`src/rtl/espi_slave_cmd_engine.sv`:
```
// eSPI slave command engine: consumes command bytes from the serial PHY, checks
// the command CRC-8, executes GET_STATUS / GET_CONFIGURATION / SET_CONFIGURATION /
// RESET against a small config register file and streams the response bytes back.
//
// Ports:
//   sclk, reset_n          clock (posedge) and async active-low reset (clears config too)
//   cs_n                   high = async frame clear (FSM, counters, outputs; config kept)
//   rx_valid, rx_data      one received command byte per rx_valid pulse
//   tx_valid, tx_data      response byte offered to the PHY, held until tx_ready
//   tx_ready               PHY accepts tx_data (transfer = tx_valid && tx_ready)
//   status_in              live slave status, captured when the command CRC checks
//   gen_cfg, ch0_cfg,
//   ch1_cfg                config registers
//   crc_err, cmd_err,
//   frame_done             single-cycle event pulses
module espi_slave_cmd_engine #(
  parameter logic [31:0] DEVICE_ID   = 32'h0000_0001,
  parameter logic [31:0] GEN_CFG_RST = 32'h0000_0000,
  parameter logic [31:0] CH_CFG_RST  = 32'h0000_0001
) (
  input  logic        sclk,
  input  logic        reset_n,
  input  logic        cs_n,
  input  logic        rx_valid,
  input  logic [7:0]  rx_data,
  output logic        tx_valid,
  output logic [7:0]  tx_data,
  input  logic        tx_ready,
  input  logic [15:0] status_in,
  output logic [31:0] gen_cfg,
  output logic [31:0] ch0_cfg,
  output logic [31:0] ch1_cfg,
  output logic        crc_err,
  output logic        cmd_err,
  output logic        frame_done
);

  localparam logic [7:0] OP_GET_STATUS = 8'h25;
  localparam logic [7:0] OP_GET_CONFIG = 8'h21;
  localparam logic [7:0] OP_SET_CONFIG = 8'h22;
  localparam logic [7:0] OP_RESET      = 8'hFF;
  localparam logic [7:0] RESP_ACCEPT   = 8'h08;

  typedef enum logic [2:0] {S_OPC, S_HDR, S_CRC, S_RESP, S_DONE} state_t;

  function automatic logic [7:0] crc8_byte(input logic [7:0] crc, input logic [7:0] data);
    logic [7:0] c;
    c = crc ^ data;
    for (int unsigned i = 0; i < 8; i++)
      c = c[7] ? ((c << 1) ^ 8'h07) : (c << 1);
    return c;
  endfunction

  state_t      state;
  logic [7:0]  opcode;
  logic [2:0]  hdr_cnt;
  logic [15:0] addr;
  logic [31:0] wdata;
  logic [7:0]  cmd_crc;
  logic [47:0] resp_sh;
  logic [7:0]  resp_crc;
  logic [2:0]  resp_idx;
  logic [2:0]  resp_last;

  logic        frame_rst_n;
  logic        cmd_commit;
  logic        wr_en;
  logic        rst_cmd;
  logic        tx_fire;
  logic [7:0]  resp_crc_nxt;
  logic [31:0] rd_data;

  // Either reset source clears the frame; only reset_n touches the config file.
  assign frame_rst_n  = reset_n & ~cs_n;
  assign cmd_commit   = !cs_n && state == S_CRC && rx_valid && rx_data == cmd_crc;
  assign wr_en        = cmd_commit && opcode == OP_SET_CONFIG;
  assign rst_cmd      = !cs_n && state == S_OPC && rx_valid && rx_data == OP_RESET;
  assign tx_fire      = tx_valid && tx_ready;
  assign resp_crc_nxt = crc8_byte(resp_crc, tx_data);

  always_comb begin
    rd_data = '0;
    case (addr)
      16'h0004: rd_data = DEVICE_ID;
      16'h0008: rd_data = gen_cfg;
      16'h0010: rd_data = ch0_cfg;
      16'h0020: rd_data = ch1_cfg;
      default:  rd_data = '0;
    endcase
  end

  always_ff @(posedge sclk or negedge reset_n) begin
    if (!reset_n) begin
      gen_cfg <= GEN_CFG_RST;
      ch0_cfg <= CH_CFG_RST;
      ch1_cfg <= CH_CFG_RST;
    end else if (rst_cmd) begin
      gen_cfg <= GEN_CFG_RST;
      ch0_cfg <= CH_CFG_RST;
      ch1_cfg <= CH_CFG_RST;
    end else if (wr_en) begin
      case (addr)
        16'h0008: gen_cfg <= wdata;
        16'h0010: ch0_cfg <= wdata;
        16'h0020: ch1_cfg <= wdata;
        default:  ;
      endcase
    end
  end

  always_ff @(posedge sclk or negedge frame_rst_n) begin
    if (!frame_rst_n) begin
      state      <= S_OPC;
      opcode     <= '0;
      hdr_cnt    <= '0;
      addr       <= '0;
      wdata      <= '0;
      cmd_crc    <= '0;
      resp_sh    <= '0;
      resp_crc   <= '0;
      resp_idx   <= '0;
      resp_last  <= '0;
      tx_valid   <= 1'b0;
      tx_data    <= '0;
      crc_err    <= 1'b0;
      cmd_err    <= 1'b0;
      frame_done <= 1'b0;
    end else begin
      crc_err    <= 1'b0;
      cmd_err    <= 1'b0;
      frame_done <= 1'b0;
      case (state)
        S_OPC: if (rx_valid) begin
          opcode  <= rx_data;
          cmd_crc <= crc8_byte('0, rx_data);
          case (rx_data)
            OP_GET_STATUS: state <= S_CRC;
            OP_GET_CONFIG: begin hdr_cnt <= 3'd2; state <= S_HDR; end
            OP_SET_CONFIG: begin hdr_cnt <= 3'd6; state <= S_HDR; end
            OP_RESET:      state <= S_DONE;
            default:       begin cmd_err <= 1'b1; state <= S_DONE; end
          endcase
        end
        S_HDR: if (rx_valid) begin
          cmd_crc <= crc8_byte(cmd_crc, rx_data);
          // SET sends two address bytes (MSB first) then four data bytes (LSB first).
          if (opcode == OP_GET_CONFIG || hdr_cnt > 3'd4)
            addr <= {addr[7:0], rx_data};
          else
            wdata <= {rx_data, wdata[31:8]};
          hdr_cnt <= hdr_cnt - 3'd1;
          if (hdr_cnt == 3'd1) state <= S_CRC;
        end
        S_CRC: if (rx_valid) begin
          if (rx_data == cmd_crc) begin
            tx_valid <= 1'b1;
            tx_data  <= RESP_ACCEPT;
            resp_crc <= '0;
            resp_idx <= '0;
            // Payload bytes queued LSB first; the CRC byte is appended at the end.
            if (opcode == OP_GET_CONFIG) begin
              resp_sh   <= {status_in, rd_data};
              resp_last <= 3'd7;
            end else begin
              resp_sh   <= {32'h0, status_in};
              resp_last <= 3'd3;
            end
            state <= S_RESP;
          end else begin
            crc_err <= 1'b1;
            state   <= S_DONE;
          end
        end
        S_RESP: if (tx_fire) begin
          resp_crc <= resp_crc_nxt;
          if (resp_idx == resp_last) begin
            tx_valid   <= 1'b0;
            tx_data    <= '0;
            frame_done <= 1'b1;
            state      <= S_DONE;
          end else begin
            resp_idx <= resp_idx + 3'd1;
            if (resp_idx + 3'd1 == resp_last) begin
              tx_data <= resp_crc_nxt;
            end else begin
              tx_data <= resp_sh[7:0];
              resp_sh <= {8'h00, resp_sh[47:8]};
            end
          end
        end
        S_DONE:  ;
        default: state <= S_OPC;
      endcase
    end
  end

endmodule
```
`config.mk`:
```
export PLATFORM = sky130hd
export DESIGN_NAME = espi_slave_cmd_engine
export DESIGN_NICKNAME = d
export VERILOG_FILES = /design/src/rtl/espi_slave_cmd_engine.sv
export SDC_FILE = /design/constraint.sdc
export NUM_CORES = 1
export LEC_CHECK = 0
export ABC_AREA = 1
export BUFFER_PORTS_ARGS = -buffer_cell sky130_fd_sc_hd__buf_2
export CAP_MARGIN = 20
export CORE_MARGIN = 5
export CORE_UTILIZATION = 59
export DETAILED_ROUTE_END_ITERATION = 10
export GPL_TIMING_DRIVEN = 0
export PLACE_DENSITY = 0.8
export SLEW_MARGIN = 10
export SYNTH_ARGS = -nofsm -noshare
export SYNTH_HDL_FRONTEND = slang
export SYNTH_SLANG_ARGS = --single-unit
export TNS_END_PERCENT = 1
```
`constraint.sdc`:
```
create_clock -name sclk -period 13.18 [get_ports sclk]
set_input_delay 1.318 -clock sclk [delete_from_list [all_inputs] [get_ports sclk]]
set_output_delay 1.318 -clock sclk [all_outputs]
set_load 0.05 [all_outputs]
```
==> results_dict.tcl <==
set metrics [dict create \
    outcome "finished, final reports clean" \
    dieArea_sq_um 23800 \
    ir_drop_v 0.0000830 \
    wl_per_cell_um 18.0 \
    grt_antenna_before_repair 0 \
    holdBufCountCts 0 \
    clkTransAtPathRegs_ns 0.06 \
    yosys.area.top_type "dfrtp_1" \
    finalClockSkew_ns 0.0109 \
    hold_path_end "resp_sh[4]" \
    area_growth_pct 17.0 \
    fin_crit_sh 0.288 \
    cts_setup_buffers 0 \
    worstSetupStartpointType "primary input" \
    grt_max_degree 59 \
    wirelength_um 37700 \
    port-buffer-count 135 \
    nNetsFinal 1853 \
    grt_pass1_vias 11391 \
    cp.required_ns 13.59 \
    remaining_drc_errors 0 \
    synth-warning-count 0 \
    min-delay-start "resp_sh[4]" \
    maxCapViolations 0 \
    grt_pass1_wl_um 60700 \
    p_total_mw 1.96 \
    cts-root-buf "clkbuf_16" \
    yosysSeqAreaShare 0.487 \
    synth_top_family_by_area "simple AND/OR/NAND/NOR gates" \
    drive_gt1_frac 0.143 \
    syn_area_sq_um 12300 \
    fin_hold_ws_ns 0.482 \
    pin_count 137 \
    slew_headroom 0.516 \
    async_flop_share 1.00 \
    synth_compound_area_frac 0.0649 \
    crit_type "in2reg" \
    cts_tree "yes" \
    finish.utilization 0.706 \
    overflow 0 \
    gp_congestion 0.968 \
    ctsResizeCount 0 \
    synthMuxAreaShare 0 \
    synth-edff-count 0 \
    hp-class "reg2reg" \
    clockBufferDepth 3 \
    fp-row-count 52 \
    min_period_ns 3.80 \
    synthAdderAreaFrac 0.0143 \
    syn_nets 1684 \
    holdPathStages 2 \
    htree_levels 1 \
    layout_common_cells "587 x nand2_1, 237 x nand3_1, 237 x dfrtp_1" \
    path_max_fanout 10 \
    timing.final.setup_violations 0 \
    numCtsBuffers 26 \
    synthTopCellsByArea "dfrtp_1 48%, nand2_1 18%, nand3_1 9.7%" \
    synth.distinct_cells 39 \
    r2r_slack_ns 10.12 \
    synthFlopType "dfrtp_1" \
    synth.avg_cell_area_sq_um 7.49 \
    drtIter0Drc 1150 \
    clk_latency_ns 0.53 \
    synth_top_area_frac 0.483 \
    cts.sinks 239 \
    ys_ff_latch 239 \
    reg2reg_to "gen_cfg[30]" \
    firstDrtPassIters 5 \
    final_common_cell "nand2_1" \
    rr_worst_depth 10 \
    worstReg2RegStart "cmd_crc[6]" \
    maxSlewViolCount 0 \
    die_w_um 154 \
    postPlaceCellArea_sq_um 13400 \
    core_area_sq_um 20400 \
    hpwl_um 27500 \
    initial_utilization 0.604 \
    synth_xor_area_frac 0.0263 \
    crit_arrival_ns 4.22 \
    powerDensity_nw_per_um2 137 \
    die_h_um 154 \
    report.final.hold_viol_count 0 \
    gr-usage-all-layers 0.313 \
    tns_ns 0 \
    worstMarginPinSlew_ns 0.727 \
    fmax_mhz 263 \
    ant_nets 0 \
    final_cell_area_sq_um 14400 \
    rsz0062_at_grt "no" \
    netlist_instances 1641 \
    vias_per_cell 5.70 \
    synth-simple-area-share 0.332 \
    vias 11964 \
    leakagePower_nw 7.85 \
    antenna_cells 0 \
    critPathCaptureType "flip-flop" \
]
-- synthesized netlist by cell type, types with 3 or more instances --
library cell  count
a21oi_1          24
a22oi_1           7
buf_1            10
buf_2            40
buf_4            12
clkbuf_1         24
dfrtp_1         237
ha_1             14
inv_1           120
inv_2             7
nand2_1         587
nand2_2           4
nand3_1         237
nand4_1           9
nor2_1          120
nor2_2            5
nor3_1            9
o21ai_0         105
o21ai_1           6
o22ai_1           3
or2_2             3
xnor2_1          20
xor2_1           15
-- cells by family after synthesis --
group           Yosys count
simple gates            983
fa+ha+maj                14
compound gates          152
buf+inv                 217
xor+xnor                 36
flops                   239
-- power breakdown --
group          leakage, nW  switching [mW]  total [mW]  internal [mW]
clock network        0.451           0.298       0.791          0.493
registers             3.19          0.0376       0.831          0.793
logic                 4.21           0.219       0.341          0.122
-- registers in the layout, summed over array words and instances, names as in the netlist --
signal,count
tx_data,8
gen_cfg,32
tx_valid,1
cmd_err,1
resp_crc,8
resp_sh,48
resp_last,2
cmd_crc,8
addr,16
frame_done,1
crc_err,1
resp_idx,3
state,3
wdata,32
ch0_cfg,32
opcode,8
ch1_cfg,32
hdr_cnt,3
-- metal layers --
layer | share of wire | up-vias | GRT usage
li1 | - | 5565 | -
met1 | 0.40 | 5681 | 0.440
met2 | 0.46 | 631 | 0.493
met3 | 0.10 | 87 | 0.0771
met4 | 0.026 | 0 | 0.0795
met5 | 0 | - | 0
-- worst max-delay path by stage --
stage | startpoint | end | slack (ns) | cells after the start
global route | rx_data[6] | gen_cfg[27] | 9.25 | 12
global placement | reset_n | resp_sh[46] | -1.86 | 3
detailed placement | rx_data[6] | gen_cfg[30] | 8.95 | 12
floorplan | reset_n | addr[0] | 3.29 | 2
CTS | rx_data[6] | gen_cfg[3] | 9.49 | 12
finish | rx_data[6] | gen_cfg[30] | 9.38 | 12
-- worst max-delay path: stages --
cell      delay, ns
buf_2          0.11
clkbuf_1       0.19
xnor2_1        0.52
ha_1           0.25
nand2_1        0.05
nor2_1         0.12
nand3_2        0.16
o31ai_1        0.53
nand2_1        0.33
clkbuf_1       0.42
nand2_1        0.15
nand2_1        0.06
-- final cells by class --
cell class / instances / area [sq um]
plain buffers: 88 / 440
clock buffers: 37 / 753
clock inverters: 9 / 173
fillers: 1672 / 5990
inverters: 129 / 484
multi-input cells: 1185 / 5390
flip-flops and latches: 239 / 5980
well taps: 270 / 338
repair buffers: 141 / 813
-- stage by stage --
step	worst slack (ns)	cells
floorplan	3.29	1641
global route	9.25	2098
CTS	9.49	2098
global placement	-1.86	2046
finish	9.38	2098
detailed placement	8.95	2052
(Power assumes the default switching activity.)
